[src/rtl/pipe_ctrl_pkg.sv]
// Shared types and constants for the pipeline hazard controller.
package pipe_ctrl_pkg;

  localparam int unsigned REG_ADDR_W = 5;

  typedef enum logic [1:0] {
    RUN      = 2'd0,
    LU_STALL = 2'd1,
    MEM_WAIT = 2'd2,
    BR_PEND  = 2'd3
  } ctrl_state_t;

endpackage

[src/rtl/sat_counter.sv]
// Saturating up-counter with synchronous clear.
// hit pulses on the increment that brings the count to MAX.
module sat_counter #(
  parameter int unsigned MAX   = 16,
  parameter int unsigned WIDTH = $clog2(MAX + 1)
) (
  input  logic clk,
  input  logic rst_n,
  input  logic clr,
  input  logic inc,
  output logic hit
);

  logic [WIDTH-1:0] count_q, count_d;
  logic             at_max;

  assign at_max = (count_q == WIDTH'(MAX));
  assign hit    = inc && !clr && (count_q == WIDTH'(MAX - 1));

  always_comb begin
    count_d = count_q;
    if (clr) begin
      count_d = '0;
    end else if (inc && !at_max) begin
      count_d = count_q + WIDTH'(1);
    end
  end

  always_ff @(posedge clk or negedge rst_n) begin
    if (!rst_n) begin
      count_q <= '0;
    end else begin
      count_q <= count_d;
    end
  end

endmodule

[src/rtl/pipe_hazard_ctrl.sv]
// Five-stage pipeline hazard controller: memory wait, branch flush and load-use stall.
// Optional performance counters are enabled with PIPE_HAZARD_CTRL_PERF_EN.
module pipe_hazard_ctrl
  import pipe_ctrl_pkg::*;
#(
  parameter int unsigned MAX_WAIT = 16
) (
  input  logic                  clk,
  input  logic                  rst_n,
  input  logic [REG_ADDR_W-1:0] id_rs1,
  input  logic [REG_ADDR_W-1:0] id_rs2,
  input  logic                  id_use_rs1,
  input  logic                  id_use_rs2,
  input  logic [REG_ADDR_W-1:0] ex_rd,
  input  logic                  ex_is_load,
  input  logic                  ex_br_taken,
  input  logic                  dmem_req,
  input  logic                  dmem_ack,
  output logic                  pc_ld_n,
  output logic                  if_id_ld_n,
  output logic                  id_ex_ld_n,
  output logic                  ex_mem_ld_n,
  output logic                  mem_wb_ld_n,
  output logic                  if_id_clr,
  output logic                  id_ex_clr,
  output logic                  ex_mem_clr,
  output logic                  mem_wb_clr,
  output logic [1:0]            state,
  output logic                  mem_timeout
`ifdef PIPE_HAZARD_CTRL_PERF_EN
  ,
  output logic [31:0]           stall_cnt,
  output logic [31:0]           flush_cnt
`endif
);

  ctrl_state_t state_q, state_d;
  logic        br_pend_q, br_pend_d;
  logic        mem_timeout_q;
  logic        mem_wait, wait_exit, br_flush, lu_hit, load_use;
  logic        wait_hit;

  // Once in MEM_WAIT only the ack matters; the request is assumed held.
  assign mem_wait  = (state_q == MEM_WAIT) ? !dmem_ack : (dmem_req && !dmem_ack);
  assign wait_exit = (state_q == MEM_WAIT) && dmem_ack;
  assign br_flush  = !mem_wait && (ex_br_taken || (wait_exit && br_pend_q));

  assign lu_hit = ex_is_load && (ex_rd != '0) &&
                  ((id_use_rs1 && (ex_rd == id_rs1)) || (id_use_rs2 && (ex_rd == id_rs2)));
  assign load_use = !mem_wait && !br_flush && lu_hit && (state_q != LU_STALL);

  always_comb begin
    state_d   = RUN;
    br_pend_d = 1'b0;
    if (mem_wait) begin
      state_d   = MEM_WAIT;
      br_pend_d = br_pend_q || ex_br_taken;
    end else if (wait_exit && br_pend_q) begin
      state_d = BR_PEND;
    end else if (load_use) begin
      state_d = LU_STALL;
    end
  end

  always_ff @(posedge clk or negedge rst_n) begin
    if (!rst_n) begin
      state_q       <= RUN;
      br_pend_q     <= 1'b0;
      mem_timeout_q <= 1'b0;
    end else begin
      state_q       <= state_d;
      br_pend_q     <= br_pend_d;
      mem_timeout_q <= mem_timeout_q || wait_hit;
    end
  end

  // Counts every frozen cycle, including the one that enters MEM_WAIT.
  sat_counter #(
    .MAX (MAX_WAIT)
  ) u_wait_cnt (
    .clk   (clk),
    .rst_n (rst_n),
    .clr   (wait_exit),
    .inc   (mem_wait),
    .hit   (wait_hit)
  );

  always_comb begin
    pc_ld_n     = 1'b0;
    if_id_ld_n  = 1'b0;
    id_ex_ld_n  = 1'b0;
    ex_mem_ld_n = 1'b0;
    mem_wb_ld_n = 1'b0;
    if_id_clr   = 1'b0;
    id_ex_clr   = 1'b0;
    ex_mem_clr  = 1'b0;
    mem_wb_clr  = 1'b0;
    if (!rst_n) begin
      pc_ld_n     = 1'b1;
      if_id_ld_n  = 1'b1;
      id_ex_ld_n  = 1'b1;
      ex_mem_ld_n = 1'b1;
      mem_wb_ld_n = 1'b1;
      if_id_clr   = 1'b1;
      id_ex_clr   = 1'b1;
      ex_mem_clr  = 1'b1;
      mem_wb_clr  = 1'b1;
    end else if (mem_wait) begin
      pc_ld_n     = 1'b1;
      if_id_ld_n  = 1'b1;
      id_ex_ld_n  = 1'b1;
      ex_mem_ld_n = 1'b1;
      mem_wb_clr  = 1'b1;
    end else if (br_flush) begin
      if_id_clr = 1'b1;
      id_ex_clr = 1'b1;
    end else if (load_use) begin
      pc_ld_n    = 1'b1;
      if_id_ld_n = 1'b1;
      id_ex_clr  = 1'b1;
    end
  end

  assign state       = state_q;
  assign mem_timeout = mem_timeout_q;

`ifdef PIPE_HAZARD_CTRL_PERF_EN
  logic [31:0] stall_cnt_q, flush_cnt_q;

  always_ff @(posedge clk or negedge rst_n) begin
    if (!rst_n) begin
      stall_cnt_q <= '0;
      flush_cnt_q <= '0;
    end else begin
      if (pc_ld_n) begin
        stall_cnt_q <= stall_cnt_q + 32'd1;
      end
      if (br_flush) begin
        flush_cnt_q <= flush_cnt_q + 32'd1;
      end
    end
  end

  assign stall_cnt = stall_cnt_q;
  assign flush_cnt = flush_cnt_q;
`endif

endmodule

[config.mk]
export PLATFORM = sky130hd
export DESIGN_NAME = pipe_hazard_ctrl
export DESIGN_NICKNAME = d
export VERILOG_FILES = /design/src/rtl/pipe_ctrl_pkg.sv /design/src/rtl/sat_counter.sv /design/src/rtl/pipe_hazard_ctrl.sv
export SDC_FILE = /design/constraint.sdc
export NUM_CORES = 1
export LEC_CHECK = 0
export CAP_MARGIN = 40
export CORE_MARGIN = 8
export CORE_UTILIZATION = 35
export DETAILED_ROUTE_END_ITERATION = 6
export GPL_TIMING_DRIVEN = 0
export MAX_ROUTING_LAYER = met4
export PLACE_DENSITY_LB_ADDON = 0.25
export REMOVE_ABC_BUFFERS = 1
export SETUP_SLACK_MARGIN = 0.15
export SLEW_MARGIN = 15
export SYNTH_ARGS = -nofsm -noshare
export SYNTH_HDL_FRONTEND = slang
export SYNTH_HIERARCHICAL = 1
export SYNTH_SLANG_ARGS = --single-unit
[constraint.sdc]
create_clock -name clk -period 1.4 [get_ports clk]
set_input_delay 0.28 -clock clk [delete_from_list [all_inputs] [get_ports clk]]
set_output_delay 0.28 -clock clk [all_outputs]
set_load 0.02 [all_outputs]
==> results.py <==
metrics = {
    "clocking": {
        "cts_root_buf": "clkbuf_4",
        "path_clk_slew_ns": 0.06,
        "cts.htree.levels": 1,
        "cts_sinks": 9,
        "cts_tree": "built",
        "cts_inserted_buffers": 3,
        "worstSkewPairLatency_ns": 0.26,
        "cts-root-to-sink-buffers": 2,
    },
    "critical_path": {
        "worst-path-max-fanout": 4,
        "r2r_slack_ns": -0.09,
        "worst-setup-path-type": "flop to primary output",
        "crit_path_start_kind": "flop",
        "worstPathArrival_ns": 1.62,
        "crit_path_start": "state[1]$_DFF_PN0_",
        "critical_path.reg2reg.endpoint": "u_wait_cnt/count_q[0]$_DFFE_PN0P_",
        "critical_path.endpoint": "id_ex_clr",
        "worst_r2r_path_depth": 5,
        "timing.rr.start": "u_wait_cnt/count_q[0]$_DFFE_PN0P_",
        "critPathRequiredTime_ns": 1.12,
        "worstSetupEndpointType": "primary output",
    },
    "detailed_routing": {
        "post_drt_wl_per_cell_microns": 14.4,
        "dr.first_iter.drc_count": 16,
        "route.final.wire_length_microns": 2220,
        "drt_first_pass_iters": 4,
        "postRouteAntennaNets": 0,
        "drcViolationCount": 0,
        "vias_post_dr": 717,
        "via_per_instance_ratio": 4.66,
    },
    "floorplanning": {
        "core.rowCount": 16,
        "core_sq_um": 1900,
        "die-area_sq_um": 3650,
        "die_x_microns": 60.4,
        "die_y_microns": 60.4,
        "floorplan.initialDensity_pct": 36.2,
        "ios": 35,
    },
    "synthesis": {
        "synth-seq-area-share_pct": 32.7,
        "count_of_state_elements_after_synthesis": 9,
        "edff_count_synth": 0,
        "netlist_area_sq_um": 689,
        "netlist-cell-type-count": 31,
        "synth_top_family_by_area": "simple AND/OR/NAND/NOR gates",
        "synth_mux_area_share_pct": 3.63,
        "synth_simple_gate_area_share_pct": 22.7,
        "synthArstFlopShare_pct": 100,
        "synth-xor-area-share_pct": 14.0,
        "yosysTopAreaCellShare_pct": 32.7,
        "synthesis_warning_total": 6,
        "netlist_top_cells_count": "dfrtp_1 (9), nor2_1 (9), xor2_1 (9)",
        "yosys_most_used_dff": "dfrtp_1",
        "synth_compound_area_share_pct": 13.4,
        "synthTopCellsByArea": "dfrtp_1 (33%), xor2_1 (11%), ha_1 (5.4%), nor2_1 (4.9%), buf_4 (4.4%)",
        "synth_largest_area_cell": "dfrtp_1",
        "synthAdderAreaFrac_pct": 5.44,
        "post_synth.cell_area_avg_sq_um": 8.95,
        "synth_cells": 77,
    },
    "sta": {
        "setup_repair_after_global_routing_missed_its_margin": "true",
        "setup_viol": 9,
        "timing.final.max_slew_violations": 0,
        "timing.slew.headroom_pct": 71.7,
        "finalHoldViolCount": 0,
        "fin_worst_skew_ns": 0.00219,
        "worst-slew-pin-transition_ns": 0.423,
        "fmaxAchievable_ghz": 0.525,
        "finalWorstPathRequiredPeriod_ns": 1.90,
        "final.setup.worst_slack_ns": -0.504,
        "finalSetupTns_ns": -2.56,
        "final.period_utilization_pct": 136,
    },
    "cells_and_area": {
        "share_of_post_route_cells_with_drive_strength_above_1_pct": 37.8,
        "num-nets-final": 154,
        "regArea_sq_um": 225,
        "synthToLayoutAreaGrowth_pct": 79.7,
        "antenna_cells": 0,
        "layout.filler_cells": 165,
        "multi_input_area_sq_um": 487,
    },
    "placed_design": {
        "io_buffer_count": 34,
        "gp_congestion": 0.759,
        "detailedPlacementHpwl_microns": 1550,
    },
    "power_and_ir_drop": {
        "total_power_w": 0.00113,
        "leakage_power_of_the_design_nw": 0.583,
        "intPower_w": 0.000733,
        "power.clock.fraction_pct": 17.8,
        "power_density_nw_per_um2": 909,
        "power_switching_share_pct": 35.0,
        "p_sw_w": 0.000394,
        "sequential_power_share_pct": 32.7,
        "ir_worst_vdd_mv": 1.15,
        "share_comb_of_total_power_pct": 49.5,
    },
    "run_status": {
        "violations_in_the_final_reports": "setup timing",
        "status": "complete, but fails checks",
    },
    "global_route": {
        "grt_max_degree": 10,
        "overflow": 0,
        "global_route.usage.total_pct": 12.5,
        "grt_first_pass_wirelength_microns": 3440,
        "first_global_vias": 739,
        "initial_antenna_violation_count": 0,
    },
    "worst_hold_path": {
        "min-delay-start": "dmem_req",
        "hold_path_class": "primary input to flop",
        "holdPathStages": 3,
    },
    "job": {
        "max_cap_viol_count": 0,
    },
}
==> worst min-delay path by stage <==
stage / to
floorplan: br_pend_q$_DFF_PN0_
finish: state[1]$_DFF_PN0_
global placement: mem_timeout$_DFF_PN0_
detailed placement: mem_timeout$_DFF_PN0_
global route: state[1]$_DFF_PN0_
CTS: mem_timeout$_DFF_PN0_
==> cell usage in the layout, fill, tap and decap left out, drive strengths merged, types with 2 or more instances in the layout <==
cell	count
dlygate4sd2	12
nor2	9
dfrtp	9
ha	3
buf	24
nand2b	2
inv	7
clkbuf	4
clkdlybuf4s50	7
and2	2
xor2	9
nand2	8
xnor2	2
nor4	2
clkdlybuf4s15	5
o21bai	3
==> repair_timing <==
action	in CTS	in global routing
buffers inserted	7	8
gates resized for setup	63	29
endpoints found under the setup margin	19	16
hold buffers	1	0
endpoints found under the hold margin	9	0
pin swaps	6	7
==> metrics by stage <==
stage / hold WS (ns) / utilization (%) / setup WS [ns] / cell area [sq um] / cells
after floorplan: -0.0156 / - / -0.659 / 659 / 73
after global placement: 0.449 / 54.3 / -1.14 / 1030 / 134
after detailed placement: 0.451 / 54.3 / -1.13 / 1030 / 134
after CTS: 0.464 / 58.6 / -0.477 / 1110 / 146
after global routing: 0.460 / 65.1 / -0.594 / 1240 / 154
final: 0.439 / 65.1 / -0.504 / 1240 / 154
==> layer usage <==
metal	up-vias	part of all wire (%)	global-route usage (%)
met2	24	48	20.9
li1	358	-	-
met3	4	8.0	4.87
met4	0	1.2	1.70
met5	-	0	-
met1	331	43	14.1
==> state kept, by name, indices dropped and copies added, names as in the netlist <==
register	count
u_wait_cnt/count_q	5
mem_timeout	1
br_pend_q	1
state	2
==> power groups by stage <==
stage	registers [W]	clock network, W	logic, W
final	0.000368	0.000201	0.000557
after global routing	0.000376	0.000217	0.000614
after CTS	0.000364	0.000206	0.000456
after detailed placement	0.000372	0	0.000405
after global placement	0.000369	0	0.000392
after floorplan	0.000365	0	0.000237
==> logic make-up after synthesis <==
| logic type | count (synthesis) |
|---|---|
| adders and majority gates | 3 |
| muxes | 2 |
| and+or+nand+nor | 29 |
| xor gates and xnor gates | 11 |
| buffers and inverters | 11 |
| DFF | 9 |
| AOI/OAI and AO/OA | 12 |
==> critical path: stages, from the launching register on <==
cell and delay (ns):
dfrtp_1 0.38, nor2b_4 0.15, a21o_1 0.18, a221o_1 0.34
o21bai_1 0.16, buf_4 0.16
==> cell type report <==
cell class	instances	area share (%)
multi-input combinational	57	39.3
sequential	9	18.2
inverter	7	2.32
timing repair buffer	50	35.4
clock buffer	4	2.12
tap	27	2.73
No activity file was read; power rests on OpenSTA's default activity.
